[src/rtl/bp_pkg.sv]
// rtl/bp_pkg.sv - shared types and defaults for the branch-predictor update path
package bp_pkg;

  // Security domain of a prediction, shared with the predictor side.
  typedef logic [1:0] domain_t;

  localparam int BP_UPD_DEPTH = 8;
  localparam int BP_IDX_W     = 32;
  localparam int BP_TARG_W    = 32;

  typedef struct packed {
    logic [BP_IDX_W-1:0]  idx;
    logic                 taken;
    logic [BP_TARG_W-1:0] targ;
    domain_t              domain;
  } bp_entry_t;

endpackage

[src/rtl/bp_update_ctrl_if.sv]
// rtl/bp_update_ctrl_if.sv - prediction/resolve/training bundle for bp_update_ctrl
// Optional stats outputs present when BP_UPD_STATS_EN is defined.
interface bp_update_ctrl_if #(
  parameter int DEPTH  = bp_pkg::BP_UPD_DEPTH,
  parameter int IDX_W  = bp_pkg::BP_IDX_W,
  parameter int TARG_W = bp_pkg::BP_TARG_W
);
  import bp_pkg::*;

  localparam int CNT_W = $clog2(DEPTH) + 1;

  logic              pred_valid_i;
  logic              pred_ready_o;
  logic [IDX_W-1:0]  pred_idx_i;
  logic              pred_taken_i;
  logic [TARG_W-1:0] pred_targ_i;
  domain_t           pred_domain_i;
  logic              res_valid_i;
  logic              res_taken_i;
  logic [TARG_W-1:0] res_targ_i;
  logic              flush_i;
  logic              update_en_o;
  logic [IDX_W-1:0]  idx_o;
  logic              br_result_o;
  logic              correct_o;
  domain_t           domain_o;
  logic [TARG_W-1:0] targ_o;
  logic [CNT_W-1:0]  count_o;
  logic              err_o;
`ifdef BP_UPD_STATS_EN
  logic [31:0]       retired_cnt_o;
  logic [31:0]       mispred_cnt_o;
`endif

  modport master (
    output pred_valid_i, pred_idx_i, pred_taken_i, pred_targ_i, pred_domain_i,
    output res_valid_i, res_taken_i, res_targ_i, flush_i,
    input  pred_ready_o, update_en_o, idx_o, br_result_o, correct_o, domain_o,
    input  targ_o, count_o, err_o
`ifdef BP_UPD_STATS_EN
    , input retired_cnt_o, mispred_cnt_o
`endif
  );

  modport slave (
    input  pred_valid_i, pred_idx_i, pred_taken_i, pred_targ_i, pred_domain_i,
    input  res_valid_i, res_taken_i, res_targ_i, flush_i,
    output pred_ready_o, update_en_o, idx_o, br_result_o, correct_o, domain_o,
    output targ_o, count_o, err_o
`ifdef BP_UPD_STATS_EN
    , output retired_cnt_o, mispred_cnt_o
`endif
  );

endinterface

[src/rtl/bp_inflight_fifo.sv]
// rtl/bp_inflight_fifo.sv - in-order storage of in-flight branches with flush
module bp_inflight_fifo #(
  parameter int DEPTH = 8,
  parameter int WIDTH = 8
) (
  input  logic                   clk_i,
  input  logic                   rst_ni,
  input  logic                   push_i,
  input  logic                   pop_i,
  input  logic                   flush_i,
  input  logic [WIDTH-1:0]       wdata_i,
  output logic [WIDTH-1:0]       rdata_o,
  output logic [$clog2(DEPTH):0] count_o,
  output logic                   full_o,
  output logic                   empty_o
);

  localparam int PTR_W = $clog2(DEPTH);
  localparam int CNT_W = PTR_W + 1;

  logic [WIDTH-1:0] mem_q [DEPTH];
  logic [PTR_W-1:0] wr_ptr_q, wr_ptr_d;
  logic [PTR_W-1:0] rd_ptr_q, rd_ptr_d;
  logic [CNT_W-1:0] count_q, count_d;
  logic             push_ok, pop_ok;

  // Readiness is a function of occupancy only, so a same-cycle pop never frees a slot for a push.
  assign full_o  = (count_q == CNT_W'(DEPTH));
  assign empty_o = (count_q == '0);
  assign push_ok = push_i && !full_o && !flush_i;
  assign pop_ok  = pop_i && !empty_o;

  always_comb begin
    wr_ptr_d = wr_ptr_q;
    rd_ptr_d = rd_ptr_q;
    count_d  = count_q;
    if (flush_i) begin
      wr_ptr_d = '0;
      rd_ptr_d = '0;
      count_d  = '0;
    end else begin
      if (push_ok) wr_ptr_d = wr_ptr_q + PTR_W'(1);
      if (pop_ok)  rd_ptr_d = rd_ptr_q + PTR_W'(1);
      case ({push_ok, pop_ok})
        2'b10:   count_d = count_q + CNT_W'(1);
        2'b01:   count_d = count_q - CNT_W'(1);
        default: count_d = count_q;
      endcase
    end
  end

  always_ff @(posedge clk_i or negedge rst_ni) begin
    if (!rst_ni) begin
      wr_ptr_q <= '0;
      rd_ptr_q <= '0;
      count_q  <= '0;
    end else begin
      wr_ptr_q <= wr_ptr_d;
      rd_ptr_q <= rd_ptr_d;
      count_q  <= count_d;
    end
  end

  always_ff @(posedge clk_i) begin
    if (push_ok) mem_q[wr_ptr_q] <= wdata_i;
  end

  assign rdata_o = mem_q[rd_ptr_q];
  assign count_o = count_q;

endmodule

[src/rtl/bp_update_ctrl.sv]
// rtl/bp_update_ctrl.sv - retires resolved branches in order and drives predictor training
// Retired/mispredict counters present when BP_UPD_STATS_EN is defined.
module bp_update_ctrl
  import bp_pkg::*;
#(
  parameter int DEPTH  = BP_UPD_DEPTH,
  parameter int IDX_W  = BP_IDX_W,
  parameter int TARG_W = BP_TARG_W
) (
  input  logic            clk_i,
  input  logic            rst_ni,
  bp_update_ctrl_if.slave bus
);

  localparam int CNT_W = $clog2(DEPTH) + 1;

  typedef struct packed {
    logic [IDX_W-1:0]  idx;
    logic              taken;
    logic [TARG_W-1:0] targ;
    domain_t           domain;
  } entry_t;

  entry_t           wr_entry, head;
  logic             fifo_full, fifo_empty;
  logic [CNT_W-1:0] fifo_count;
  logic             fire, correct;

  logic              update_en_q, update_en_d;
  logic [IDX_W-1:0]  idx_q, idx_d;
  logic              br_result_q, br_result_d;
  logic              correct_q, correct_d;
  domain_t           domain_q, domain_d;
  logic [TARG_W-1:0] targ_q, targ_d;
  logic              err_q, err_d;

  assign wr_entry = '{idx: bus.pred_idx_i, taken: bus.pred_taken_i,
                      targ: bus.pred_targ_i, domain: bus.pred_domain_i};

  bp_inflight_fifo #(
    .DEPTH (DEPTH),
    .WIDTH ($bits(entry_t))
  ) u_fifo (
    .clk_i   (clk_i),
    .rst_ni  (rst_ni),
    .push_i  (bus.pred_valid_i),
    .pop_i   (bus.res_valid_i),
    .flush_i (bus.flush_i),
    .wdata_i (wr_entry),
    .rdata_o (head),
    .count_o (fifo_count),
    .full_o  (fifo_full),
    .empty_o (fifo_empty)
  );

  // Target only matters for a taken branch; a not-taken match is correct whatever the targets.
  assign fire    = bus.res_valid_i && !fifo_empty;
  assign correct = (head.taken == bus.res_taken_i) &&
                   (!bus.res_taken_i || (head.targ == bus.res_targ_i));

  always_comb begin
    update_en_d = fire;
    idx_d       = idx_q;
    br_result_d = br_result_q;
    correct_d   = correct_q;
    domain_d    = domain_q;
    targ_d      = targ_q;
    err_d       = err_q | (bus.res_valid_i & fifo_empty);
    if (fire) begin
      idx_d       = head.idx;
      br_result_d = bus.res_taken_i;
      correct_d   = correct;
      domain_d    = head.domain;
      targ_d      = bus.res_targ_i;
    end
  end

  always_ff @(posedge clk_i or negedge rst_ni) begin
    if (!rst_ni) begin
      update_en_q <= 1'b0;
      idx_q       <= '0;
      br_result_q <= 1'b0;
      correct_q   <= 1'b0;
      domain_q    <= '0;
      targ_q      <= '0;
      err_q       <= 1'b0;
    end else begin
      update_en_q <= update_en_d;
      idx_q       <= idx_d;
      br_result_q <= br_result_d;
      correct_q   <= correct_d;
      domain_q    <= domain_d;
      targ_q      <= targ_d;
      err_q       <= err_d;
    end
  end

  assign bus.pred_ready_o = !fifo_full;
  assign bus.update_en_o  = update_en_q;
  assign bus.idx_o        = idx_q;
  assign bus.br_result_o  = br_result_q;
  assign bus.correct_o    = correct_q;
  assign bus.domain_o     = domain_q;
  assign bus.targ_o       = targ_q;
  assign bus.count_o      = fifo_count;
  assign bus.err_o        = err_q;

`ifdef BP_UPD_STATS_EN
  logic [31:0] retired_cnt_q, retired_cnt_d;
  logic [31:0] mispred_cnt_q, mispred_cnt_d;

  // Counted off the registered strobe so the stats agree exactly with what the predictor saw.
  always_comb begin
    retired_cnt_d = retired_cnt_q;
    mispred_cnt_d = mispred_cnt_q;
    if (update_en_q && (retired_cnt_q != 32'hFFFF_FFFF)) retired_cnt_d = retired_cnt_q + 32'd1;
    if (update_en_q && !correct_q && (mispred_cnt_q != 32'hFFFF_FFFF))
      mispred_cnt_d = mispred_cnt_q + 32'd1;
  end

  always_ff @(posedge clk_i or negedge rst_ni) begin
    if (!rst_ni) begin
      retired_cnt_q <= '0;
      mispred_cnt_q <= '0;
    end else begin
      retired_cnt_q <= retired_cnt_d;
      mispred_cnt_q <= mispred_cnt_d;
    end
  end

  assign bus.retired_cnt_o = retired_cnt_q;
  assign bus.mispred_cnt_o = mispred_cnt_q;
`endif

endmodule

[src/flat_wrapper.sv]
// flat-port wrapper written by rule: the top's interface ports become plain ports
module bp_update_ctrl_flat import bp_pkg::*;
#(
  parameter int DEPTH  = BP_UPD_DEPTH,
  parameter int IDX_W  = BP_IDX_W,
  parameter int TARG_W = BP_TARG_W
)
  (clk_i, rst_ni, bus_pred_valid_i, bus_pred_idx_i, bus_pred_taken_i, bus_pred_targ_i, bus_pred_domain_i, bus_res_valid_i, bus_res_taken_i, bus_res_targ_i, bus_flush_i, bus_pred_ready_o, bus_update_en_o, bus_idx_o, bus_br_result_o, bus_correct_o, bus_domain_o, bus_targ_o, bus_count_o, bus_err_o);
  bp_update_ctrl_if #(.DEPTH(DEPTH), .IDX_W(IDX_W), .TARG_W(TARG_W)) bus_i ();
  input  logic clk_i;
  input  logic rst_ni;
  input wire logic [$bits(bus_i.pred_valid_i)-1:0] bus_pred_valid_i;
  input wire logic [$bits(bus_i.pred_idx_i)-1:0] bus_pred_idx_i;
  input wire logic [$bits(bus_i.pred_taken_i)-1:0] bus_pred_taken_i;
  input wire logic [$bits(bus_i.pred_targ_i)-1:0] bus_pred_targ_i;
  input wire logic [$bits(bus_i.pred_domain_i)-1:0] bus_pred_domain_i;
  input wire logic [$bits(bus_i.res_valid_i)-1:0] bus_res_valid_i;
  input wire logic [$bits(bus_i.res_taken_i)-1:0] bus_res_taken_i;
  input wire logic [$bits(bus_i.res_targ_i)-1:0] bus_res_targ_i;
  input wire logic [$bits(bus_i.flush_i)-1:0] bus_flush_i;
  output wire logic [$bits(bus_i.pred_ready_o)-1:0] bus_pred_ready_o;
  output wire logic [$bits(bus_i.update_en_o)-1:0] bus_update_en_o;
  output wire logic [$bits(bus_i.idx_o)-1:0] bus_idx_o;
  output wire logic [$bits(bus_i.br_result_o)-1:0] bus_br_result_o;
  output wire logic [$bits(bus_i.correct_o)-1:0] bus_correct_o;
  output wire logic [$bits(bus_i.domain_o)-1:0] bus_domain_o;
  output wire logic [$bits(bus_i.targ_o)-1:0] bus_targ_o;
  output wire logic [$bits(bus_i.count_o)-1:0] bus_count_o;
  output wire logic [$bits(bus_i.err_o)-1:0] bus_err_o;
  assign bus_i.pred_valid_i = bus_pred_valid_i;
  assign bus_i.pred_idx_i = bus_pred_idx_i;
  assign bus_i.pred_taken_i = bus_pred_taken_i;
  assign bus_i.pred_targ_i = bus_pred_targ_i;
  assign bus_i.pred_domain_i = bus_pred_domain_i;
  assign bus_i.res_valid_i = bus_res_valid_i;
  assign bus_i.res_taken_i = bus_res_taken_i;
  assign bus_i.res_targ_i = bus_res_targ_i;
  assign bus_i.flush_i = bus_flush_i;
  assign bus_pred_ready_o = bus_i.pred_ready_o;
  assign bus_update_en_o = bus_i.update_en_o;
  assign bus_idx_o = bus_i.idx_o;
  assign bus_br_result_o = bus_i.br_result_o;
  assign bus_correct_o = bus_i.correct_o;
  assign bus_domain_o = bus_i.domain_o;
  assign bus_targ_o = bus_i.targ_o;
  assign bus_count_o = bus_i.count_o;
  assign bus_err_o = bus_i.err_o;
  bp_update_ctrl #(.DEPTH(DEPTH), .IDX_W(IDX_W), .TARG_W(TARG_W)) u_core (.clk_i(clk_i), .rst_ni(rst_ni), .bus(bus_i));
endmodule
[config.mk]
export PLATFORM = sky130hd
export DESIGN_NAME = bp_update_ctrl_flat
export DESIGN_NICKNAME = d
export VERILOG_FILES = /design/src/rtl/bp_pkg.sv /design/src/rtl/bp_update_ctrl_if.sv /design/src/rtl/bp_inflight_fifo.sv /design/src/rtl/bp_update_ctrl.sv /design/src/flat_wrapper.sv
export SDC_FILE = /design/constraint.sdc
export NUM_CORES = 1
export LEC_CHECK = 0
export ABC_AREA = 1
export CORE_MARGIN = 1.5
export CORE_UTILIZATION = 40
export CTS_CLUSTER_DIAMETER = 200
export CTS_CLUSTER_SIZE = 40
export DETAILED_ROUTE_END_ITERATION = 7
export PLACE_DENSITY_LB_ADDON = 0.15
export RECOVER_POWER = 50
export SYNTH_ARGS = -nofsm -noshare
export SYNTH_HDL_FRONTEND = slang
export SYNTH_SLANG_ARGS = --single-unit
export TNS_END_PERCENT = 20
[constraint.sdc]
create_clock -name clk_i -period 5.8 [get_ports clk_i]
set_input_delay 1.16 -clock clk_i [delete_from_list [all_inputs] [get_ports clk_i]]
set_output_delay 1.16 -clock clk_i [all_outputs]
set_load 0.05 [all_outputs]
== Yosys cells after proc, flatten, opt, wreduce, memory -nomap -nowiden ==
Memories as Yosys holds them, arrays and structs flattened.
Cells that the tools add are included.

* $add $sub $neg: 4
* Equal/unequal tests: 5
* Muxes and demuxes: 8
* Bitwise gates (word level): 2
* Reduce and logical (&&, ||, !) cells: 13

{| class="wikitable"
|+ Operators by type and width
! kind !! number
|-
| equality test 32 bit || 1
|-
| two-way mux 3 bit || 4
|-
| one-hot mux 4 bit (2 select lines) || 1
|-
| adder 3 x 1 -> 3 bit (second input constant) || 2
|-
| adder 4 x 1 -> 4 bit (second input constant) || 1
|-
| equality test 4 bit (second input constant) || 1
|-
| logical AND 1 bit || 4
|-
| logical NOT 1 bit || 4
|-
| logical NOT 4 bit || 1
|-
| two-way mux 4 bit || 1
|-
| nonzero test 2 bit || 2
|-
| subtractor 4 x 1 -> 4 bit (second input constant) || 1
|-
| nonzero test 3 bit || 1
|-
| equality test 2 x 1 -> 1 bit (second input constant) || 1
|-
| equality test 2 bit (second input constant) || 1
|-
| two-way mux 1 bit || 2
|-
| AND 1 bit || 1
|-
| equality test 1 bit || 1
|-
| logical OR 1 bit || 1
|-
| OR 1 bit || 1
|}

* Register bits after elaboration: 80
* RAM bits: 536
* Output and inout port bits: 75
* Word-level logic and storage cells: 43
* Memories: 1

{| class="wikitable"
|+ Memory list
! memory !! words !! bits a word !! rd ports !! clocked after Yosys merged registers in !! write ports !! RTL line !! source
|-
| u_core.u_fifo.mem_q || 8 || 67 || 1 || 0 || 1 || bp_inflight_fifo.sv:21 || <nowiki>logic [WIDTH-1:0] mem_q [DEPTH];</nowiki>
|}

== Logic depth before layout (Yosys ltp) ==
Gate-level depths: netlist of the first run.

* Depth in word-level cells: 7
* Mapped depth: 18
* Gate-level depth less buffers: 15

== Modules after synthesis ==
A second synthesis of the first run with hierarchy kept.

* Cells, all modules: 2087
* Area, all modules: 24614.9 sq um

{| class="wikitable"
|+ Modules (own cells, without submodules)
! module !! times used !! cells an instance !! area each (sq um) !! seq. area each (sq um)
|-
| bp_inflight_fifo || 1 || 1668 || 21421.8 || 16345.7
|-
| bp_update_ctrl || 1 || 419 || 3193.1 || 1751.7
|}

== Worst setup path after synthesis of the first run ==
OpenSTA, ideal clock, no wires.

* Kind: reg-to-reg
* From: register u_core.u_fifo.count_q[2] (netlist: u_core.u_fifo.count_o[2])
* To: memory u_core.u_fifo.mem_q[0][0] (netlist name), enable pin
* Setup time: 492 ps
* Arrival time: 4513 ps
* Path slack: 795 ps
* Cell stages (with the launch flop): 8
* Clock period less this slack: 5005 ps
* Cell sequence: dfrtp_1 inv_1 nand3_1 and2_1 nand2_1 inv_1 nand2_1 nor2_1

* Cells in the longest elaborated chain, start to end: 6

{| class="wikitable"
|+ RTL lines
! element !! RTL line !! source
|-
| start, declared || bp_inflight_fifo.sv:24 || <nowiki>logic [CNT_W-1:0] count_q, count_d;</nowiki>
|-
| start signal, assigned || bp_inflight_fifo.sv:60 || <nowiki>count_q <= count_d;</nowiki>
|-
| equality test 4 bit || bp_inflight_fifo.sv:28 || <nowiki>assign full_o = (count_q == CNT_W'(DEPTH));</nowiki>
|-
| logical NOT 1 bit || - ||
|-
| via bus_pred_ready_o || flat_wrapper.sv:21 || <nowiki>output wire logic [$bits(bus_i.pred_ready_o)-1:0] bus_pred_ready_o;</nowiki>
|-
| logical AND 1 bit (2 in a row) || bp_inflight_fifo.sv:30 || <nowiki>assign push_ok = push_i && !full_o && !flush_i;</nowiki>
|-
| two-way mux 1 bit || bp_inflight_fifo.sv:65 || <nowiki>if (push_ok) mem_q[wr_ptr_q] <= wdata_i;</nowiki>
|-
| two-way mux 1 bit (not written as such) || bp_inflight_fifo.sv:65 ||
|-
| end, declared || bp_inflight_fifo.sv:21 ||
|}

The timed path passes the listed nets, and every way through them passes these cells.

== Worst setup path in the final report of the first run ==
* From: input bus_res_valid_i
* To: register u_core.idx_q[14] (netlist: u_core.bus.idx_o[14])

* Cells in the longest elaborated chain, start to end: 1

{| class="wikitable"
|+ RTL lines
! element !! RTL line !! source
|-
| start, declared || flat_wrapper.sv:17 || <nowiki>input wire logic [$bits(bus_i.res_valid_i)-1:0] bus_res_valid_i;</nowiki>
|-
| logical AND 1 bit || bp_update_ctrl.sv:57 || <nowiki>assign fire = bus.res_valid_i && !fifo_empty;</nowiki>
|-
| end signal, assigned || bp_update_ctrl.sv:89 || <nowiki>idx_q <= idx_d;</nowiki>
|-
| end, declared || bp_update_ctrl.sv:30 || <nowiki>logic [IDX_W-1:0] idx_q, idx_d;</nowiki>
|}

Every way passes these cells.
A chain may end at the register's enable or synchronous reset.

==> results.cfg, run 1 <==
[clock_tree]
ctsResizeCount = 0
post_cts_buffers = 0
cts_tree = done
htree_num_levels = 1
clockBufferDepth = 3
clk_pin_slew_ns = 0.15
numCtsBuffers = 19
cts_root_buf = clkbuf_16
hold_buffers = 0
cts_sinks = 616
worstSkewPairLatency_ns = 0.59

[setup_path]
worstPathMaxFanout = 40
crit_path_end_kind = flip-flop
worst-path-buf-inv = 3
startpoint_type = input pin
crit_type = input pin to flip-flop
rrSetupSlack_ns = 1.95
cp_top_family = buffers and inverters
cp_slowest_stage_delay_ns = 2.03
critical_path.slowest_cell = clkbuf_1
crit_chain = dlygate4sd3_1 > inv_1 > a31oi_1 > clkbuf_1 > o211ai_1 > nand2_1
cp.required_ns = 6.29
crit_arrival_ns = 4.95

[place]
pre_cts_ws_ns = 2.11
portBuffers = 179
hpwl_um = 34200
finalWeightedCongestion = 0.784

[timing]
fin_ws_ns = 1.34
hold_viol_final = 0
finalSetupViolCount = 0
min_period_ns = 4.46
skew_ns = 0.0319
slew_headroom_pct = -87.9
hold_ws_ns = 0.493
timing.final.crit_share_pct = 76.9
max_freq_mhz = 224
setup_tns_ns = 0
maxSlewViolCount = 79
tightest_slew_ns = 2.82
grt_setup_unrepaired = no

[pwr]
p_clk_share_pct = 17.4
power_frac_comb_pct = 33.1
p_sw_share_pct = 37.3
pwr_density_cell_nw_per_um2 = 398
internal_power_uw = 6910
p_seq_share_pct = 49.5
static-leakage-power_uw = 0.00999
power_switching_uw = 4110
peakVddDrop_uv = 260
p_total_uw = 11000

[logic_synthesis]
synthCells = 2070
syn_area_um2 = 24700
ys_types = 28
synth_top_area_share_pct = 65.3
synthMuxAreaShare_pct = 0
synth_edf_count = 536
synthTopCellsByArea = edfxtp_1, dfrtp_1, nand2_1, nor2_1, o21ai_0
synthSimpleGateAreaFrac_pct = 13.7
yosysMostFrequentCell = edfxtp_1
synth-seq-cells = 616
ys_seq_area_share_pct = 73.4
syn-num-nets = 2179
synth_top_family_by_area = simple AND/OR/NAND/NOR gates
synth_fa_ha_area_share_pct = 0.203
synth_compound_area_share_pct = 8.29
yosysWarnings = 0
synth_ff_type = edfxtp_1
synth_area_leader_cell = edfxtp_1
syn-mean-instance-area_um2 = 11.9
yosys-top-cells-count = edfxtp_1, nand2_1, nor2_1, o21ai_0, nand3_1
synthArstFlopShare_pct = 13.0
synth_xor_area_share_pct = 0.107

[finish]
nets = 2286
layout-drive-gt1-share_pct = 2.79
fillCellCount = 5466
area.growth.synth_to_final_pct = 12.3

[global_route]
grt_max_degree = 143
grt_usage_pct = 19.3
grt_pass1_vias = 15200
grt_pass1_wl_um = 93300
grt_overflow = 0
antenna_found_initial = 12

[die]
die_h_um = 251
start_util_pct = 40.6
core_um2 = 60700
die_area_um2 = 63100
num_rows = 90
io_pins = 180
die_w_um = 251

[route]
vias = 15500
drt_iter0_markers = 1131
drtPass1Iterations = 5
drc = 0
ant_nets = 0
wl_um = 61400
viasPerCell = 5.21
wire_per_inst_um = 20.7

[min_path]
hold_class = flip-flop to flip-flop

[flow_run]
max-cap-violations = 2

[status]
violations = max-capacitance violations, max-slew violations
status = complete, but fails checks
[worst paths after layout]
kind,start,end,depth (start not counted)
worst max-delay path,bus_res_valid_i,u_core.bus.idx_o[14]$_DFFE_PN0P_,6
worst min-delay path,u_core.bus.err_o$_DFF_PN0_,u_core.bus.err_o$_DFF_PN0_,1
worst max register to register,u_core.u_fifo.count_o[2]$_DFFE_PN0P_,u_core.bus.idx_o[14]$_DFFE_PN0P_,5
worst min register to register,u_core.bus.err_o$_DFF_PN0_,u_core.bus.err_o$_DFF_PN0_,1
max in group asynchronous,rst_ni,u_core.u_fifo.rd_ptr_q[2]$_DFFE_PN0P_,2
min in group asynchronous,rst_ni,u_core.u_fifo.count_o[3]$_DFFE_PN0P_,1
[power by group through the flow]
stage | sequential, uW | clock [uW] | combinational (uW)
floorplan | 6300 | 0 | 1710
global placement | 5540 | 0 | 3680
detailed placement | 5550 | 0 | 3700
CTS | 5460 | 1980 | 3720
global route | 5510 | 2100 | 4010
finish | 5450 | 1920 | 3650
[registers in the layout (all words and copies together) (netlist names)]
signal / flops
u_core.bus.br_result_o: 1
u_core.bus.correct_o: 1
u_core.bus.domain_o: 2
u_core.bus.err_o: 1
u_core.bus.idx_o: 32
u_core.bus.targ_o: 32
u_core.bus.update_en_o: 1
u_core.u_fifo.count_o: 4
u_core.u_fifo.mem_q: 536
u_core.u_fifo.rd_ptr_q: 3
u_core.u_fifo.wr_ptr_q: 3
[cell families (layout without fill, tap and decap cells)]
kind of cell | after synthesis | in the layout
and+or+nand+nor | 852 | 852
AOI/OAI and AO/OA | 351 | 351
other | 0 | 1
xor gates and xnor gates | 3 | 3
buffers and inverters | 244 | 364
adders and majority gates | 4 | 4
DFF | 616 | 616
[worst reg2reg max path, stage by stage, from the launching register on]
cell and delay (ns):
dfrtp_1 0.42, inv_1 0.11, a31oi_1 0.41, clkbuf_1 2.03, o211ai_1 0.60, nand2_1 0.20
[metrics by stage]
stage          instance area (um^2)  instances  utilization, %
2_1_floorplan                 24700       2070               -
3_3_place_gp                  27200       2938            44.8
3_5_place_dp                  27200       2938            44.8
4_1_cts                       27700       2972            45.7
5_1_grt                       27700       2972            45.6
6_report                      27700       2973            45.6
[layout by cell type (no fill, tap or decap)]
master,instances
edfxtp_1,536
nand2_1,382
nor2_1,316
o21ai_0,238
nand3_1,145
inv_1,121
clkdlybuf4s50_1,109
dfrtp_1,77
dlygate4sd3_1,69
o221ai_1,57
buf_4,21
o21ai_1,19
clkbuf_16,19
o211ai_1,17
clkbuf_1,15
o22ai_1,12
nor2_4,5
ha_1,4
a21oi_1,3
buf_12,3
dfrtp_4,3
or2_2,2
inv_6,2
clkinv_2,2
o21a_1,2
xor2_1,2
diode_2,1
a31oi_1,1
and2_0,1
a41o_1,1
clkinvlp_2,1
nand4_1,1
a21oi_2,1
xnor2_1,1
clkinv_16,1
clkbuf_2,1
[final cells by class]
type | count | area [um^2] | share of cell area [%]
repair buffers | 205 | 2010 | 7.27
clock buffers | 32 | 524 | 1.89
diodes | 1 | 2.50 | 0.00904
multi-input cells | 1210 | 5550 | 20.0
inverters | 125 | 478 | 1.73
flip-flops and latches | 616 | 18100 | 65.4
clock inverters | 2 | 38.8 | 0.140
well taps | 782 | 978 | 3.53
[routing by layer]
| metal | share of wire (%) | GRT usage [%] |
|---|---|---|
| met5 | 0.060 | 0 |
| met4 | 1.6 | 3.29 |
| met3 | 4.0 | 2.08 |
| met2 | 48 | 32.5 |
| met1 | 46 | 27.4 |
Power figures use the tool's default switching activity.
==> inputs of run 2 (changes only) <==
Clock period 5.8 ns to 3.6 ns, I/O delays scaled along.
==> results.cfg, run 2 (same netlist as run 1, synthesis figures left out) <==
[global_route]
grt_max_degree = 217
grt_usage_pct = 19.4
grt_pass1_vias = 15200
grt_pass1_wl_um = 93600
grt_overflow = 0
antenna_found_initial = 7

[finish]
largest_register_ffs = 536
multi_input_area_um2 = 5560
layout-drive-gt1-share_pct = 3.10
layout_commonest_cell = edfxtp_1
regArea_um2 = 18100
final_cell_mix = edfxtp_1, nand2_1, nor2_1
final_area_um2 = 27900
regMostFlops = u_core.u_fifo.mem_q
area.growth.synth_to_final_pct = 13.1
nets = 2291
fillCellCount = 5428

[timing]
grt_setup_unrepaired = no
maxSlewViolCount = 62
min_period_ns = 2.96
tightest_slew_ns = 1.88
timing.final.crit_share_pct = 82.1
hold_viol_final = 0
slew_headroom_pct = -25.6
finalSetupViolCount = 0
hold_ws_ns = 0.501
skew_ns = 0.0486
max_freq_mhz = 338

[route]
wire_per_inst_um = 20.5
drt_iter0_markers = 1347
drc = 0
viasPerCell = 5.19
vias = 15500
ant_nets = 0
drtPass1Iterations = 7
wl_um = 61000

[setup_path]
cp.required_ns = 4.12
startpoint_type = flip-flop
crit_path_end_kind = flip-flop
crit_arrival_ns = 3.47
worstPathMaxFanout = 105
rrSetupSlack_ns = 0.64
crit_type = flip-flop to flip-flop

[place]
dpl_cell_area_um2 = 27400
finalWeightedCongestion = 0.744
hpwl_um = 33900
portBuffers = 179

[die]
core_um2 = 60700
io_pins = 180
die_w_um = 251
num_rows = 90
die_h_um = 251
start_util_pct = 40.6
die_area_um2 = 63100

[clock_tree]
htree_num_levels = 1
clockBufferDepth = 3
clk_pin_slew_ns = 0.14
hold_buffers = 0
cts_tree = done
worstSkewPairLatency_ns = 0.58
numCtsBuffers = 19
cts_sinks = 616
cts_root_buf = clkbuf_16
post_cts_buffers = 0
ctsResizeCount = 0

[pwr]
p_seq_share_pct = 48.8
p_clk_share_pct = 17.2
internal_power_uw = 11200
peakVddDrop_uv = 559
static-leakage-power_uw = 0.0101
p_sw_share_pct = 37.1
power_frac_comb_pct = 33.9
pwr_density_cell_nw_per_um2 = 637
power_switching_uw = 6590

[min_path]
hold_class = flip-flop to flip-flop

[status]
status = complete, but fails checks
violations = max-capacitance violations, max-slew violations

[flow_run]
max-cap-violations = 1
run 2: cell count changes in the layout (fill, tap and decap cells not counted), moves of 2 or more:
cell | before | now
dlygate4sd3_1 | 69 | 67
nor2_4 | 5 | 7
clkinv_2 | 2 | 0
nor2_1 | 316 | 314
clkdlybuf4s50_1 | 109 | 111
inv_2 | 0 | 2
buf_12 | 3 | 15
buf_4 | 21 | 14
run 2: cell type report:
class | instances | area share [%]
tap | 782 | 3.51
multi-input combinational | 1210 | 19.9
clock buffer | 32 | 1.88
sequential | 616 | 64.9
inverter | 125 | 1.71
clock inverter | 1 | 0.108
timing repair buffer | 210 | 7.89
antenna | 1 | 0.00897
run 2: layer usage:
| metal | GRT usage [%] | wire, um | vias up |
|---|---|---|---|
| met5 | 0 | 49 | - |
| met3 | 2.57 | 2790 | 51 |
| li1 | - | - | 7408 |
| met4 | 2.65 | 763 | 8 |
| met2 | 31.9 | 28800 | 365 |
| met1 | 28.1 | 28600 | 7622 |
run 2: power groups by stage:
| stage | Sequential [uW] | Combinational, uW | Clock (uW) |
|---|---|---|---|
| CTS | 8690 | 6130 | 3170 |
| global route | 8760 | 6630 | 3410 |
| global placement | 8830 | 6050 | 0 |
| detailed placement | 8840 | 6120 | 0 |
| floorplan | 10100 | 2760 | 0 |
| finish | 8680 | 6030 | 3060 |
run 2: worst max-delay path, cell delays in order (launching register included):
cell      delay, ns
dfrtp_4        0.82
buf_12         0.47
o21ai_0        0.18
o211ai_1       0.21
nand2_1        0.08
xor2_1         0.35
nand3_1        0.12
nor2_1         0.24
nand2_1        0.14
a21oi_2        0.13
run 2: path summary, 6_finish.rpt:
check                                                           start                                    to  cells past startpoint
min in group asynchronous                                      rst_ni  u_core.u_fifo.count_o[0]$_DFFE_PN0P_                      1
worst min-delay path                 u_core.bus.idx_o[25]$_DFFE_PN0P_      u_core.bus.idx_o[25]$_DFFE_PN0P_                      2
max in group asynchronous                                      rst_ni       u_core.bus.idx_o[2]$_DFFE_PN0P_                      2
worst max-delay path            u_core.u_fifo.rd_ptr_q[1]$_DFFE_PN0P_      u_core.bus.correct_o$_DFFE_PN0P_                      9
worst max register to register  u_core.u_fifo.rd_ptr_q[1]$_DFFE_PN0P_      u_core.bus.correct_o$_DFFE_PN0P_                      9
worst min register to register       u_core.bus.idx_o[25]$_DFFE_PN0P_      u_core.bus.idx_o[25]$_DFFE_PN0P_                      2
run 2: metrics by stage:
step	power [uW]	util, %	cells	setup TNS, ns	setup WS, ns
floorplan	12900	-	2070	-172.74	-0.328
global placement	14900	45.1	2943	0	0.641
detailed placement	15000	45.1	2943	0	0.649
CTS	18000	46.0	2976	0	0.665
global route	18800	45.9	2976	0	0.487
finish	17800	45.9	2977	0	0.643
